<file path="src/rtl/regfile_psr.sv">
// ---------------------------------------------------------------------------
// regfile_psr
//
// Operand-supply and state-holding stage in front of the ALU. Holds the
// general-purpose register file and the processor status register (PSR).
//
// Ports
//   clk       : system clock, all state changes on the rising edge
//   reset     : synchronous, active-high; clears every register and the PSR
//   src_sel   : register index presented on r1_out (ALU source operand R1)
//   dst_sel   : register index presented on r2_out (ALU destination operand R2)
//   r1_out    : source operand, combinational, with write-through bypass
//   r2_out    : destination operand, combinational, with write-through bypass
//   wr_en     : register write enable
//   wr_sel    : register index to write
//   wr_data   : writeback data (ALU result or load data)
//   flags_in  : ALU flags {Z, N, F, L, C} (bit0 = C)
//   flags_we  : per-bit PSR write mask
//   psr       : latched PSR
//   cin       : ALU carry-in, the latched PSR carry bit (no bypass)
//   dbg_sel   : debug read index
//   dbg_out   : raw stored contents of reg[dbg_sel], never bypassed
// ---------------------------------------------------------------------------
module regfile_psr #(
    parameter int DATA_W = 16,
    parameter int ADDR_W = 4,
    parameter int NREGS  = 16,
    parameter int FLAG_W = 5
) (
    input  logic              clk,
    input  logic              reset,
    input  logic [ADDR_W-1:0] src_sel,
    input  logic [ADDR_W-1:0] dst_sel,
    output logic [DATA_W-1:0] r1_out,
    output logic [DATA_W-1:0] r2_out,
    input  logic              wr_en,
    input  logic [ADDR_W-1:0] wr_sel,
    input  logic [DATA_W-1:0] wr_data,
    input  logic [FLAG_W-1:0] flags_in,
    input  logic [FLAG_W-1:0] flags_we,
    output logic [FLAG_W-1:0] psr,
    output logic              cin,
    input  logic [ADDR_W-1:0] dbg_sel,
    output logic [DATA_W-1:0] dbg_out
);

    // Storage. NREGS equals 2**ADDR_W, so every select value addresses a
    // real entry and no out-of-range handling is required.
    logic [DATA_W-1:0] regs_q [NREGS];
    logic [DATA_W-1:0] regs_d [NREGS];
    logic [FLAG_W-1:0] psr_q;
    logic [FLAG_W-1:0] psr_d;

    // Per-port bypass hits: the port sees the value being written this cycle.
    logic              r1_hit_s;
    logic              r2_hit_s;

    // Next-state of the register file: only the selected entry takes wr_data.
    always_comb begin
        for (int i = 0; i < NREGS; i++) begin
            regs_d[i] = regs_q[i];
        end
        if (wr_en) begin
            regs_d[wr_sel] = wr_data;
        end else begin
            regs_d[wr_sel] = regs_q[wr_sel];
        end
    end

    // Next-state of the PSR: each bit independently loads or holds.
    always_comb begin
        psr_d = psr_q;
        for (int i = 0; i < FLAG_W; i++) begin
            if (flags_we[i]) begin
                psr_d[i] = flags_in[i];
            end else begin
                psr_d[i] = psr_q[i];
            end
        end
    end

    // State update; reset wins over any write or flag update in the same edge.
    always_ff @(posedge clk) begin
        if (reset) begin
            for (int i = 0; i < NREGS; i++) begin
                regs_q[i] <= {DATA_W{1'b0}};
            end
            psr_q <= {FLAG_W{1'b0}};
        end else begin
            for (int i = 0; i < NREGS; i++) begin
                regs_q[i] <= regs_d[i];
            end
            psr_q <= psr_d;
        end
    end

    // Bypass detection. The bypass follows wr_en alone, so a write presented
    // during a reset cycle is still visible on the operand ports that cycle
    // even though the edge then discards it.
    always_comb begin
        r1_hit_s = wr_en && (wr_sel == src_sel);
        r2_hit_s = wr_en && (wr_sel == dst_sel);
    end

    // Operand read ports with write-through bypass.
    always_comb begin
        if (r1_hit_s) begin
            r1_out = wr_data;
        end else begin
            r1_out = regs_q[src_sel];
        end
        if (r2_hit_s) begin
            r2_out = wr_data;
        end else begin
            r2_out = regs_q[dst_sel];
        end
    end

    // Debug port and status outputs come straight from stored state. cin is
    // deliberately not bypassed from flags_in: a carry must have been latched
    // on an earlier edge before ADDC/SUBC can consume it.
    always_comb begin
        dbg_out = regs_q[dbg_sel];
        psr     = psr_q;
        cin     = psr_q[0];
    end

endmodule

</file>
<file path="config.mk">
export PLATFORM = sky130hd
export DESIGN_NAME = regfile_psr
export DESIGN_NICKNAME = d
export VERILOG_FILES = /design/src/rtl/regfile_psr.sv
export SDC_FILE = /design/constraint.sdc
export NUM_CORES = 1
export LEC_CHECK = 0
export ABC_AREA = 1
export BUFFER_PORTS_ARGS = -buffer_cell sky130_fd_sc_hd__buf_4
export CAP_MARGIN = 20
export CORE_MARGIN = 8
export CORE_UTILIZATION = 30
export CTS_CLUSTER_DIAMETER = 50
export CTS_CLUSTER_SIZE = 14
export DETAILED_ROUTE_END_ITERATION = 7
export PLACE_DENSITY = 0.5
export SETUP_SLACK_MARGIN = 0.4
export SYNTH_ARGS = -nofsm -noshare
export SYNTH_HDL_FRONTEND = slang
export SYNTH_SLANG_ARGS = --single-unit
</file>
<file path="constraint.sdc">
create_clock -name clk -period 4.9 [get_ports clk]
set_clock_uncertainty 0.1 [all_clocks]
set_input_delay 0.735 -clock clk [delete_from_list [all_inputs] [get_ports clk]]
set_output_delay 0.735 -clock clk [all_outputs]
set_load 0.05 [all_outputs]
</file>
==> impl_metrics.yaml <==
run_status:
  status: "completed"
global_routing:
  use_met1: 0.323
  grt.busiest_layer: "met2"
  antenna_found_initial: 3
  grtUsageMet2: 0.352
  grt_use_met3: 0.0456
  grt_max_degree: 150
  grt_pass1_wl_mm: 128
  grt_pass1_vias: 19200
  grt_use_total: 0.232
  overflow: 0
place:
  place.gp.congestion: 0.875
  placed_cell_area_um2: 20000
  hpwlAfterDp_mm: 54.3
  io_buffer_count: 98
floorplan:
  dieWidth_um: 267
  rows: 92
  ios: 99
  start_util: 0.302
  fp.dieH_um: 267
  design.die.area_um2: 71400
  core-area_um2: 62700
clock_network:
  numClockSinks: 261
  cts_tree: "built"
  post_cts_buffers: 0
  clockRootBuffer: "clkbuf_16"
  htreeDepth: 2
  cts.path.max_buffers: 3
  cts_inserted_buffers: 38
  postCtsResizedCells: 0
  path_clk_slew_ns: 0.06
  cts_hold_buf: 0
  clk_latency_ns: 0.57
sta:
  fin_setup_tns_ns: 0
  rsz0062_at_grt: "no"
  hold_viol_final: 0
  slew_violations: 0
  fin_crit_ns: 3.66
  setup_viol: 0
  maxSlewHeadroom: 0.262
  worstMarginPinSlew_ns: 1.10
  fmax_mhz: 273
  period_share: 0.748
final_layout:
  areaGrowthSynthToFinish_pct: 12.4
  final_net_count: 3121
  fin_area_um2: 21300
  drive_gt1_frac: 0.0905
  fin_util: 0.339
synth:
  synth_area_leader_cell: "dfxtp_1"
  synthXorXnorAreaFrac: 0.000925
  synth-compound-area-share: 0.352
  synth-warning-count: 0
  synth_top_family_by_area: "compound AO/OA/AOI/OAI gates"
  synth_top_area_share: 0.276
  synthAdderAreaFrac: 0
  synth_cells: 3184
  ys_seq_elements: 261
  avgSynthCellArea_um2: 5.95
  post-synth-top-count-cell: "nand2_1"
  synth_seq_area_share: 0.276
  synth_top_flop_cell: "dfxtp_1"
  synth.area.mux_share: 0
  synthDistinctLibCells: 26
  synthSimpleGateAreaFrac: 0.255
  synthesis.nets: 3229
  synthTopCellsByCount: "825 x nand2_1, 518 x o21ai_0, 511 x a21oi_1, 261 x dfxtp_1, 240 x nand3_1"
  synthArstFlopShare: 0
  synth-edff-count: 0
  synth.area.top_cells: "dfxtp_1 28%, nand2_1 16%, o21ai_0 14%, a21oi_1 14%, nand3_1 6.3%"
  synth_area_um2: 18900
worst_setup_path:
  cp-end-kind: "output port"
  reg2reg_to: "regs_q[5][5]$_SDFFE_PP0P_"
  start_kind: "primary input"
  arrival_ns: 2.83
  r2r_slack_ns: 3.17
  reg2reg_depth: 10
  crit_type: "primary input to output port"
  crit_path_end: "r1_out[10]"
  path_max_fanout: 32
  worst_ep_required_time_ns: 4.07
  r2r_start: "regs_q[2][5]$_SDFFE_PP0P_"
  crit_start: "wr_en"
route:
  post_drt_wl_per_cell_um: 21.8
  vias_per_cell: 5.54
  wirelength_mm: 86.2
  drtIter0Drc: 2318
  detail-route-antenna-nets: 0
  dr.pass1.iters: 5
  via_count: 21900
  remaining_drc_errors: 0
power_and_ir_drop:
  p_per_area_nw_per_um2: 311
  ir_drop_mv: 0.188
  leakagePower_nw: 8.83
min_path:
  min_path_type: "primary input to flip-flop"
job:
  cap_viol_max_count: 0
-- per-stage QoR --
step | cells | hold WS (ns) | setup WS, ns | power, mW
2_1_floorplan | 3184 | 0.424 | 1.59 | 3.26
3_3_place_gp | 3882 | 0.429 | 1.34 | 3.74
3_5_place_dp | 3882 | 0.438 | 1.31 | 3.74
4_1_cts | 3950 | 0.231 | 1.31 | 6.66
5_1_grt | 3950 | 0.247 | 1.16 | 6.88
6_report | 3953 | 0.262 | 1.24 | 6.63
-- power breakdown --
part           internal (mW)  switching, mW  leakage (nW)
registers               2.20         0.0769          2.12
logic                  0.381           1.06          6.06
clock network           1.76           1.15         0.652
total                   4.34           2.29          8.83
-- logic make-up (layout without fill, tap and decap cells) --
group | Yosys count | after routing
other cells | 0 | 3
xor+xnor | 2 | 2
simple gates | 1185 | 1185
buf+inv | 501 | 421
compound gates | 1235 | 1235
flops | 261 | 261
-- cell type report --
class / instances / area (µm²)
Fill cell: 6938 / 41500
Sequential cell: 261 / 5230
Tap cell: 846 / 1060
Clock inverter: 19 / 229
Inverter: 194 / 736
Multi-Input combinational cell: 2422 / 11600
Clock buffer: 49 / 1090
Antenna cell: 3 / 7.51
Timing Repair Buffer: 159 / 1320
-- worst min path at each step --
stage / from / to / slack [ns] / cells after the start
final: flags_we[1] / psr[1]$_SDFFE_PP0P_ / 0.26 / 2
after global routing: flags_we[0] / psr[0]$_SDFFE_PP0P_ / 0.25 / 2
after CTS: flags_we[1] / psr[1]$_SDFFE_PP0P_ / 0.23 / 2
after detailed placement: psr[3]$_SDFFE_PP0P_ / psr[3]$_SDFFE_PP0P_ / 0.44 / 2
after global placement: psr[2]$_SDFFE_PP0P_ / psr[2]$_SDFFE_PP0P_ / 0.43 / 2
after floorplan: regs_q[3][9]$_SDFFE_PP0P_ / regs_q[3][9]$_SDFFE_PP0P_ / 0.42 / 2
-- layer usage --
metal  wire [µm]  part of all wire
met1       37900              0.44
met2       36700              0.43
met3        8420             0.098
met4        3150             0.037
met5          14           0.00016
-- worst max-delay path, stage by stage --
cell,delay (ns)
buf_4,0.20
clkinv_1,0.56
buf_4,0.44
a21oi_1,0.13
nand4_1,0.11
buf_4,0.24
o21ai_1,0.17
buf_4,0.22
-- registers in the layout, summed over array words and instances (netlist names) --
name    flops
regs_q    256
psr         5
-- cell usage in the layout, fill, tap and decap left out, drive strengths merged, types with 3 or more instances in the layout --
cell type / instances
a21oi: 521
buf: 159
bufinv: 3
clkbuf: 49
clkinv: 10
dfxtp: 261
diode: 3
inv: 199
nand2: 843
nand3: 240
nor2: 100
o211ai: 128
o21ai: 551
o221ai: 32
o22ai: 3
(Power assumes the default switching activity.)
